--- src/rtl/dcache_direct_mapped.sv ---
// dcache_direct_mapped
//   Direct-mapped, write-through, no-write-allocate data cache for the memory
//   stage. Read hits return data combinationally in the same cycle. A read
//   miss refills the whole line one word per backing-memory beat. Every store
//   is written through to backing memory, and the line is updated only if it
//   already hits.
//
// Ports
//   clk, rst_n             rising-edge clock, asynchronous active-low reset
//   mem_read, mem_write    load / store in the memory stage (store wins if both)
//   mem_ctrl               funct3 size/sign: 000 B, 001 H, 010 W, 100 BU, 101 HU
//   addr_i, data_i         byte address, right-aligned store data
//   data_o                 extended load result (0 when no load is completing)
//   stall                  hold F/D/E/M this cycle
//   bm_*                   word-wide req/ack backing-memory port
//   dbg_state              current FSM state (0 IDLE, 1 REFILL, 2 WRITE, 3 RESP)
//
// Handshake: a backing-memory beat completes on any cycle where bm_req and
// bm_ack are both high. bm_ack may arrive in the same cycle bm_req rises.
// bm_req, bm_addr and bm_wdata stay stable until that cycle. bm_ack is
// ignored whenever bm_req is low.
module dcache_direct_mapped #(
  parameter int DATA_WIDTH     = 32,
  parameter int ADDR_WIDTH     = 12,
  parameter int SETS           = 16,
  parameter int WORDS_PER_LINE = 4
) (
  input  logic                  clk,
  input  logic                  rst_n,
  input  logic                  mem_read,
  input  logic                  mem_write,
  input  logic [2:0]            mem_ctrl,
  input  logic [ADDR_WIDTH-1:0] addr_i,
  input  logic [DATA_WIDTH-1:0] data_i,
  output logic [DATA_WIDTH-1:0] data_o,
  output logic                  stall,
  output logic                  bm_req,
  output logic                  bm_we,
  output logic [ADDR_WIDTH-1:0] bm_addr,
  output logic [DATA_WIDTH-1:0] bm_wdata,
  output logic [3:0]            bm_wstrb,
  input  logic [DATA_WIDTH-1:0] bm_rdata,
  input  logic                  bm_ack,
  output logic [1:0]            dbg_state
);

  localparam int WORD_BITS  = $clog2(WORDS_PER_LINE);
  localparam int INDEX_BITS = $clog2(SETS);
  localparam int IDX_LSB    = 2 + WORD_BITS;
  localparam int TAG_LSB    = IDX_LSB + INDEX_BITS;
  localparam int TAG_BITS   = ADDR_WIDTH - TAG_LSB;

  typedef enum logic [1:0] {
    S_IDLE   = 2'd0,
    S_REFILL = 2'd1,
    S_WRITE  = 2'd2,
    S_RESP   = 2'd3
  } state_t;

  state_t state_q, state_d;

  logic [DATA_WIDTH-1:0] data_arr [SETS*WORDS_PER_LINE];
  logic [TAG_BITS-1:0]   tag_arr  [SETS];
  logic [SETS-1:0]       valid_q;
  logic [WORD_BITS-1:0]  beat_q, beat_d;

  logic [WORD_BITS-1:0]  a_word;
  logic [INDEX_BITS-1:0] a_index;
  logic [TAG_BITS-1:0]   a_tag;
  logic                  hit;
  logic [DATA_WIDTH-1:0] line_word;

  assign a_word    = addr_i[IDX_LSB-1:2];
  assign a_index   = addr_i[TAG_LSB-1:IDX_LSB];
  assign a_tag     = addr_i[ADDR_WIDTH-1:TAG_LSB];
  assign hit       = valid_q[a_index] && (tag_arr[a_index] == a_tag);
  assign line_word = data_arr[{a_index, a_word}];
  assign dbg_state = state_q;

  // Load lane select and sign/zero extension. Unlisted codes act as W.
  logic [7:0]            load_byte;
  logic [15:0]           load_half;
  logic [DATA_WIDTH-1:0] load_word;

  always_comb begin
    load_byte = '0;
    load_half = '0;
    load_word = '0;
    case (addr_i[1:0])
      2'd0:    load_byte = line_word[7:0];
      2'd1:    load_byte = line_word[15:8];
      2'd2:    load_byte = line_word[23:16];
      default: load_byte = line_word[31:24];
    endcase
    load_half = addr_i[1] ? line_word[31:16] : line_word[15:0];
    case (mem_ctrl)
      3'b000:  load_word = {{24{load_byte[7]}}, load_byte};
      3'b001:  load_word = {{16{load_half[15]}}, load_half};
      3'b100:  load_word = {24'd0, load_byte};
      3'b101:  load_word = {16'd0, load_half};
      default: load_word = line_word;
    endcase
  end

  // Store data is replicated across lanes so the strobes alone pick the bytes.
  // The unsigned codes only make sense for loads, so here they size like B/H.
  logic [DATA_WIDTH-1:0] store_wdata;
  logic [3:0]            store_wstrb;
  logic [DATA_WIDTH-1:0] merged_word;

  always_comb begin
    store_wdata = data_i;
    store_wstrb = 4'hF;
    case (mem_ctrl)
      3'b000, 3'b100: begin
        store_wdata = {4{data_i[7:0]}};
        store_wstrb = 4'b0001 << addr_i[1:0];
      end
      3'b001, 3'b101: begin
        store_wdata = {2{data_i[15:0]}};
        store_wstrb = addr_i[1] ? 4'b1100 : 4'b0011;
      end
      default: begin
        store_wdata = data_i;
        store_wstrb = 4'hF;
      end
    endcase
    merged_word = line_word;
    for (int i = 0; i < 4; i++) begin
      if (store_wstrb[i]) merged_word[8*i +: 8] = store_wdata[8*i +: 8];
    end
  end

  // FSM next state and outputs
  logic load_active;
  logic refill_last;
  logic store_merge;

  always_comb begin
    state_d     = state_q;
    beat_d      = beat_q;
    stall       = 1'b0;
    bm_req      = 1'b0;
    bm_we       = 1'b0;
    bm_addr     = '0;
    bm_wdata    = '0;
    bm_wstrb    = 4'b0000;
    load_active = 1'b0;
    refill_last = 1'b0;
    store_merge = 1'b0;
    case (state_q)
      S_IDLE: begin
        if (mem_write) begin
          stall   = 1'b1;
          state_d = S_WRITE;
        end else if (mem_read) begin
          if (hit) begin
            load_active = 1'b1;
          end else begin
            stall   = 1'b1;
            state_d = S_REFILL;
          end
        end
      end
      S_REFILL: begin
        stall   = 1'b1;
        bm_req  = 1'b1;
        bm_addr = {a_tag, a_index, beat_q, 2'b00};
        if (bm_ack) begin
          if (beat_q == WORD_BITS'(WORDS_PER_LINE - 1)) begin
            refill_last = 1'b1;
            beat_d      = '0;
            state_d     = S_RESP;
          end else begin
            beat_d = beat_q + 1'b1;
          end
        end
      end
      S_WRITE: begin
        stall    = 1'b1;
        bm_req   = 1'b1;
        bm_we    = 1'b1;
        bm_addr  = {addr_i[ADDR_WIDTH-1:2], 2'b00};
        bm_wdata = store_wdata;
        bm_wstrb = store_wstrb;
        if (bm_ack) begin
          store_merge = hit;
          state_d     = S_RESP;
        end
      end
      default: begin
        // S_RESP: one non-stalled cycle so the pipeline advances; the line
        // just refilled (or the store just completed) is now visible.
        load_active = mem_read && !mem_write;
        state_d     = S_IDLE;
      end
    endcase
  end

  assign data_o = load_active ? load_word : '0;

  // Control state: reset abandons any refill in progress.
  always_ff @(posedge clk or negedge rst_n) begin
    if (!rst_n) begin
      state_q <= S_IDLE;
      beat_q  <= '0;
      valid_q <= '0;
    end else begin
      state_q <= state_d;
      beat_q  <= beat_d;
      if (refill_last) valid_q[a_index] <= 1'b1;
    end
  end

  // Data and tag storage are not reset; valid bits gate their use.
  always_ff @(posedge clk) begin
    if (state_q == S_REFILL && bm_ack) begin
      data_arr[{a_index, beat_q}] <= bm_rdata;
    end else if (store_merge) begin
      data_arr[{a_index, a_word}] <= merged_word;
    end
    if (refill_last) tag_arr[a_index] <= a_tag;
  end

endmodule

--- config.mk ---
export PLATFORM = sky130hd
export DESIGN_NAME = dcache_direct_mapped
export DESIGN_NICKNAME = d
export VERILOG_FILES = /design/src/rtl/dcache_direct_mapped.sv
export SDC_FILE = /design/constraint.sdc
export NUM_CORES = 2
export LEC_CHECK = 0
export CAP_MARGIN = 15
export CORE_ASPECT_RATIO = 1.25
export CORE_MARGIN = 3
export CORE_UTILIZATION = 31
export DETAILED_ROUTE_END_ITERATION = 7
export RECOVER_POWER = 100
export REMOVE_ABC_BUFFERS = 1
export SLEW_MARGIN = 25
export SYNTH_ARGS = -nofsm -noshare
export SYNTH_HDL_FRONTEND = slang
export SYNTH_SLANG_ARGS = --single-unit
export TNS_END_PERCENT = 50
--- constraint.sdc ---
create_clock -name clk -period 13.9 [get_ports clk]
set_input_delay 1.39 -clock clk [delete_from_list [all_inputs] [get_ports clk]]
set_output_delay 1.39 -clock clk [all_outputs]
set_load 0.02 [all_outputs]
## Word-level counts from Yosys, hierarchy flattened

Memories as Yosys holds them, arrays and structs flattened.
Cells that the tools add are included.

| word-level totals | value |
|---|---|
| memory bits (writable) | 2112 |
| word-level logic and storage cells | 89 |
| output and inout bits | 85 |
| input bits | 84 |
| memories | 2 |
| bits in registers | 20 |

Memories:

| name | words | bits a word | rd ports | clocked after Yosys merged registers in | write ports | RTL line | source |
|---|---|---|---|---|---|---|---|
| data_arr | 64 | 32 | 1 | 0 | 1 | 62 | `logic [DATA_WIDTH-1:0] data_arr [SETS*WORDS_PER_LINE];` |
| tag_arr | 16 | 4 | 1 | 0 | 1 | 63 | `logic [TAG_BITS-1:0] tag_arr [SETS];` |

| operators by class | value |
|---|---|
| eq/ne operators | 14 |
| reductions and logical operators | 14 |
| bitwise gates (word level) | 1 |
| muxes and demuxes | 51 |
| order comparisons | 2 |
| shift operators | 1 |
| $add $sub $neg | 1 |

Operator list:

| kind | number |
|---|---|
| one-hot mux 32 bit (4 select lines) | 1 |
| two-way mux 32 bit | 3 |
| one-hot mux 32 bit (2 select lines) | 1 |
| two-way mux 8 bit | 4 |
| OR reduction 32 bit | 1 |
| one-hot mux 12 bit (2 select lines) | 1 |
| one-hot mux 8 bit (3 select lines) | 1 |
| two-way mux 1 bit | 23 |
| two-way mux 16 bit | 1 |
| OR 16 bit | 1 |
| two-way mux 2 bit | 7 |
| two-way mux 4 bit | 2 |
| one-hot mux 4 bit (2 select lines) | 1 |
| equality test 2 bit (second input constant) | 3 |
| equality test 3 bit (second input constant) | 2 |
| two-way mux 6 bit | 1 |
| != test 2 bit (second input constant) | 3 |
| != test 3 bit (second input constant) | 2 |
| one-hot mux 2 bit (3 select lines) | 1 |
| OR reduction 2 bit | 3 |
| less-than comparator 4 x 5 -> 1 bit (second input constant) | 1 |
| AND reduction 5 bit | 1 |
| binary-select mux 1 bit (select 4 bit) | 1 |
| demux 1 bit (select 4 bit) | 1 |
| 12 further kinds | 18 |

## Logic depth before layout (Yosys ltp)

| logic depth | value |
|---|---|
| depth after elaboration | 10 |
| mapped depth | 16 |
| mapped depth without buffers | 8 |

## Worst setup path before layout

No wires, ideal clock.

| timing | value |
|---|---|
| path kind | input -> register |
| from | in addr_i[5] |
| to | mem data_arr[55][0], enable pin |
| cell stages on the path | 13 |
| library setup time | 502 ps |
| setup slack | 6363 ps |
| data arrival time | 7036 ps |
| buffers on the path | 5 |
| required time | 13398 ps |
| cells stage by stage | clkbuf_1 > buf_2 > buf_2 > mux4_2 > xor2_1 > o32ai_1 > nand3_1 > a22oi_2 > nand4b_1 > buf_4 > mux2_2 > buf_2 > nor4_1 |

| on the way | value |
|---|---|
| cells in the longest elaborated chain, start to end | 10 |
| elaborated cells between the ends (all ways) | 13 |
| classes of those cells | eq/ne: 1; mux: 9; reduce/logical: 2; memory: 1 |

Ends and longest elaborated chain:

| what | RTL line | source |
|---|---|---|
| start: declaration | 33 | `input logic [ADDR_WIDTH-1:0] addr_i,` |
| memory (16 x 4 bit) / binary-select mux 1 bit (select 4 bit) (equally long branches) | -- |  |
| equality test 4 bit / two-way mux 1 bit (equally long branches) | 76 | `assign hit = valid_q[a_index] && (tag_arr[a_index] == a_tag);` |
| logical AND 1 bit | 76 |  |
| two-way mux 1 bit | 186 | `if (bm_ack) begin` |
| two-way mux 1 bit | 151 | `case (state_q)` |
| two-way mux 1 bit | 219 | `end else if (store_merge) begin` |
| two-way mux 1 bit | 217 | `if (state_q == S_REFILL && bm_ack) begin` |
| two-way mux 1 bit (not written as such) | 220 | `data_arr[{a_index, a_word}] <= merged_word;` |
| OR reduction 32 bit (no source line) | -- |  |
| two-way mux 6 bit (no source line) / two-way mux 1 bit (equally long branches) | -- |  |
| end: declaration | 62 |  |

Parallel ways exist; a longest one is shown, timed or not. The select of a mux whose other input is x is not followed.

## Worst setup path in the final report

| timing | value |
|---|---|
| from | in addr_i[4] |
| to | out data_o[12] |

| on the way | value |
|---|---|
| cells in the longest elaborated chain, start to end | 8 |
| elaborated cells between the ends (all ways) | 14 |
| classes of those cells | eq/ne: 1; mux: 10; reduce/logical: 1; memory: 2 |

Ends and longest elaborated chain:

| what | RTL line | source |
|---|---|---|
| memory (16 x 4 bit) / binary-select mux 1 bit (select 4 bit) (equally long branches) | -- |  |
| equality test 4 bit / two-way mux 1 bit (equally long branches) | 76 |  |
| logical AND 1 bit | 76 |  |
| two-way mux 1 bit | 157 | `if (hit) begin` |
| two-way mux 1 bit | 156 | `end else if (mem_read) begin` |
| two-way mux 1 bit | 153 | `if (mem_write) begin` |
| one-hot mux 1 bit (2 select lines) | 151 |  |
| two-way mux 32 bit * | 200 | `assign data_o = load_active ? load_word : '0;` |
| end: declaration | 35 | `output logic [DATA_WIDTH-1:0] data_o,` |

Every way passes the cells marked *; elsewhere a longest branch is shown, timed or not. The select of a mux whose other input is x is not followed.

==> impl_results.md <==
- Met1 wire length: just over 90 mm
- Layout cell share with drive strength beyond 1: 0.226
- Clock buffer count from CTS: roughly 190
- Clk pwr share: 0.387
- Worst-margin pin slew: roughly 3.9 ns
- # fillers: between 20000 and 25000
- EDFF count, synth: 2112
- RePlAce Congestion: roughly 0.86
- Clock insertion delay at the later pin of the skew report: between 0.8 and 0.9 ns
- Leakage power: 30.0 nW
- Syn Inst Count: between 3000 and 4000
- Clock Skews: roughly 0.052 ns
- CTS Buffer Depth: 4
- TNS Setup: 0 ns
- Failing checks: capacitance limit, slew limit
- YS warnings: 0
- Vias: ~43000
- Leading area contributor after synthesis: edfxtp_1
- CP Capture Type: output port
- Post-synthesis sequential area ratio: 0.760
- Area growth syn-to-layout: 14.7%
- CP Class: primary input to output port
- Combinational Power Share: 0.087
- Max VDD drop: 0.0953 mV
- PD cells: about 140 nW/µm²
- Register area: 63900 µm²
- F_max: roughly 91 MHz
- CP arrival: ~9.6 ns
- Unique masters post-synth: between 70 and 80
- Placeable Area: about 270000 µm²
- DRC viols: 0
- Fraction of registers with async set/reset: 0.00938
- Final Setup Violations: 0
- Postcts setup bufs: 0
- Fin cells: between 7000 and 8000
- Die width: approximately 470 µm
- Met2 wire len: between 100 and 150 mm
- # hold bufs at CTS: 0
- Max-cap viol count: 64
- Relative slew slack: -1.59
- Min-Delay Path Class: flip-flop to flip-flop
- Initial Util: 0.312
- Count leader, synth: edfxtp_1
- Status: finished, violations left
- Ports: about 170
- First DRT Iteration DRCs: roughly 5300
- Setup crit start kind: primary input
- RSZ-0062 raised after global routing: false
- Top Layer Used: met5
- P_int: around 10 mW
- Routed Antenna Nets: 0
- Die Area: between 200000 and 300000 µm²
- Drt wl/cell: ~32 µm
- Crit path time final: about 11 ns
- Yosys top cell area share: 0.754
- Net Switching: approximately 3.1 mW
- Initial DRT Pass Iterations: 6
- Clk sinks: 2132
- Net Sw Frac: 0.228
- Sequential Power Share: 0.526
- Crit path required time: roughly 13 ns
- Footprint of the multi-input gates: 19100 µm²
- Post-CTS Resized: 0
- Total routed wirelength: roughly 250 mm
- Row Count: between 200 and 250
- Port buffer count: between 150 and 200
- Synth Register Bits: ~2100
- Die height: about 590 µm
- First-pass GRT wire length: approximately 350 mm
- WL met3: just over 20 mm
- Most instantiated cells after synthesis: edfxtp_1, mux4_2, nand2_1
- Cells after DPL: 7547
- GRT Overall Usage: 0.179
- Final worst path period share: 0.789
- CTS tree: built
- Mean post-synth cell area: approximately 22 µm²
- Crit path max fanout: 36
- CTS HTree Levels: 4
- Final Net Count: 4286
- DR vias/cell: around 5.4
- Clock Root Buffer: clkbuf_16
- Clock transition at path regs: 0.06 ns
- Vias in the first global route: approximately 44000
- Max-slew violations: approximately 1900
- Antenna violations before repair: 9
- Predominant post-synthesis flop cell: edfxtp_1
- Total gr overflow: 0
- Synth top area cells: edfxtp_1, mux4_2, mux2i_1
- Post-synthesis instance area: between 80000 and 90000 µm²
- Post-DP HPWL: about 150 mm
- Endpoints failing hold: 0
- Largest net degree at the start of global routing: between 100 and 150
==> critical path, cell delays in order <==
cell           delay (ns)
clkbuf_1             1.90
clkbuf_1             2.11
nand2b_1             0.42
nor2_1               0.28
clkbuf_1             0.48
a22oi_1              0.31
nand4_1              0.30
nor3_1               1.31
nand2b_1             0.22
a31oi_1              0.08
dlygate4sd3_1        0.68
==> area by class of cell <==
| type | count | area share |
|---|---|---|
| Inverter | 9 | 0.000428 |
| Sequential cell | 2132 | 0.663 |
| Clock inverter | 112 | 0.0114 |
| Clock buffer | 226 | 0.0520 |
| Timing Repair Buffer | 351 | 0.0296 |
| Multi-Input combinational cell | 1509 | 0.198 |
| Antenna cell | 3 | 0.0000778 |
| Tap cell | 3547 | 0.0460 |
==> metrics by stage <==
stage	setup WS (ns)	area (µm²)	util	hold slack (ns)	power [mW]
2_1_floorplan	4.97	82800	-	0.434	7.87
3_3_place_gp	5.44	91200	0.338	0.447	8.51
3_5_place_dp	5.40	91200	0.338	0.453	8.52
4_1_cts	5.39	97300	0.361	0.466	13.7
5_1_grt	2.70	96500	0.358	0.479	14.0
6_report	2.94	96500	0.358	0.467	13.6
==> registers in the layout, summed over array words and instances, names as in the netlist <==
register / count
data_arr: 2048
tag_arr: 64
valid_q: 16
beat_q: 2
dbg_state: 2
==> power by group through the flow <==
stage,clock [mW],sequential (mW),combinational [mW]
after floorplan,0,7.30,0.576
after global placement,0,7.28,1.23
after detailed placement,0,7.29,1.24
after CTS,5.35,7.15,1.24
after global routing,5.60,7.15,1.24
final,5.27,7.15,1.18
==> metal layers <==
| metal | vias to the layer above | track usage |
|---|---|---|
| met2 | 2127 | 0.309 |
| met3 | 495 | 0.0301 |
| met4 | 2 | 0.0718 |
| met1 | 23300 | 0.225 |
| met5 | - | 0 |
| li1 | 17000 | - |
==> final timing paths <==
kind	startpoint	endpoint	slack, ns	cells past startpoint
setup / recovery	addr_i[4]	data_o[12]	2.94	11
min in group asynchronous	rst_n	valid_q[4]	1.41	2
hold reg to reg	valid_q[9]	valid_q[9]	0.47	1
hold / removal	valid_q[9]	valid_q[9]	0.47	1
max in group asynchronous	rst_n	beat_q[0]	11.66	2
setup reg to reg	dbg_state[0]	data_arr[45][29]	6.46	8
==> cells in the final DEF (no fill, tap or decap), drive strengths merged, types with 23 or more instances in the layout <==
master	netlist	final
buf	137	119
and2	24	24
nor3	42	42
dlygate4sd3	0	74
clkdlybuf4s50	0	85
a22oi	60	60
nor2b	47	47
nand3	23	23
nor4	33	33
nand2	139	139
mux2i	134	134
mux4	560	560
o21ai	67	67
clkbuf	95	299
nor2	85	85
edfxtp	2112	2112
or2	25	25
clkinv	1	76
a21oi	73	73
==> logic make-up after synthesis <==
family	share of synthesized area
adder cells (fa/ha/maj)	0.000744
multiplexers	0.169
XOR/XNOR	0.000625
AND/OR/NAND/NOR	0.0269
AO/OA/AOI/OAI	0.0265
buffers and inverters	0.0162
flip-flops	0.760
other	0.0000446
No activity file was read; power rests on OpenSTA's default activity.
==> edit (same flow settings) <==
Register the output `dbg_state` once more, cleared by the reset; this adds one clock of latency there. The other outputs are not delayed to match.
--- a/src/rtl/dcache_direct_mapped.sv
+++ b/src/rtl/dcache_direct_mapped.sv
@@ -76,5 +76,11 @@
   assign hit       = valid_q[a_index] && (tag_arr[a_index] == a_tag);
   assign line_word = data_arr[{a_index, a_word}];
-  assign dbg_state = state_q;
+  always_ff @(posedge clk or negedge rst_n) begin
+    if (!rst_n) begin
+      dbg_state <= '0;
+    end else begin
+      dbg_state <= state_q;
+    end
+  end
 
   // Load lane select and sign/zero extension. Unlisted codes act as W.
Function: not settled (the Yosys comparison gave no result); the edit may change what the design does.
==> edit against the unedited design <==
The run still ends with capacitance limit, slew limit left; critical path type is now primary input to flip-flop; critical endpoint is now data_arr[62][10]$_DFFE_PP_; sequential cell count is 2 higher; largest power group unchanged; critical path depth is 1 higher; total power is 0.61% higher; via count is 1.5% higher; highest routed layer unchanged; first-iteration DRC count is 0.96% higher; routed wire length is 1.6% higher; setup slack better by 0.0089 ns; design area is 0.49% higher; synthesized area is 0.22% lower; register-to-register slack worse by 0.26 ns.
==> edit: results (changes against the unedited design) <==
failing checks -> capacitance limit, slew limit
CTS buffer count -> 200 (+3.1%)
Worst Path Arrival -> 11.39 ns (+1.82 ns)
CP peak stage delay -> 2.31 ns (+0.20 ns)
routed length on met3 -> 23600 um (+17%)
Final Critical Period -> 10.96 ns (-0.00892 ns)
clock power share -> 39.2% (+0.5 points)
vias per cell -> 5.47 (+0.72%)
DP Cell Count -> 7574 (+0.36%)
Non-Filler Instances -> 7949 (+0.76%)
post-synthesis async set-or-reset flop share -> 1.03% (+0.093 points)
Post-Route M1 WL -> 92000 um (-1.6%)
outcome -> complete, but fails checks
Total GRT Usage -> 18.3% (+0.40 points)
M2 GR Usage -> 30.8% (-0.036 points)
library cells used by synthesis -> 70 (-7.9%)
largest cells by area after synthesis -> edfxtp_1 (76%), mux4_2 (14%), mux2i_1 (2.4%), a22oi_1 (0.80%), dfrtp_1 (0.66%)
Int Pwr -> 10.5 mW (+0.12%)
RR Startpoint -> state_q[0]$_DFFE_PN0P_
DP HPWL -> 151000 um (+3.2%)
grt met1 use -> 22.8% (+0.28 points)
reg2reg end -> data_arr[39][4]$_DFFE_PP_
Peak VDD IR -> 0.000111 V (+17%)
Met2 Routed Length -> 128000 um (-0.22%)
Fin Clk Skew -> 0.0380 ns (-0.0140 ns)
GPL Wtd Cong -> 0.858 (+0.29%)
Max-cap violations -> 33 (-48%)
Max Slew Vio Count -> 1152 (-38%)
Synth-to-Final Area Change -> 15.5%
DR pass1 iterations -> 5 (-1)
Synth Instances -> 3900 (+0.49%)
commonest cells in the netlist -> edfxtp_1 (2112), mux4_2 (532), mux2i_1 (200)
hold wc startpoint -> valid_q[0]$_DFFE_PN0P_
vias in the first global route -> 43.8k (+0.66%)
[edit: cell count changes in the layout (fill, tap and decap cells not counted), moves of 24 or more]
| cell | delta |
|---|---|
| a22oi_1 | +29 |
| buf_4 | +35 |
| clkbuf_1 | -24 |
| mux2i_1 | +61 |
| mux4_1 | -36 |
| nand2_1 | -39 |
| nor2b_1 | -28 |
[edit: cell families (layout without fill, tap and decap cells)]
logic type | count (synthesis) | after routing | share of synthesized area [%]
mux | 767 | 767 | 17.1
flops | 2134 | 2134 | 76.2
xor+xnor | 3 | 3 | 0.0313
fa+ha+maj | 5 | 5 | 0.0745
other cells | 1 | 10 | 0.00447
compound gates | 319 | 319 | 2.66
simple gates | 416 | 416 | 2.47
buf+inv | 255 | 748 | 1.44
[edit: final cells by class]
class | count | area share [%]
repair buffers | 365 | 3.14
flip-flops and latches | 2134 | 66.0
multi-input cells | 1512 | 19.7
well taps | 3547 | 4.58
clock inverters | 134 | 1.18
clock buffers | 232 | 5.37
diodes | 8 | 0.0206
inverters | 17 | 0.0736
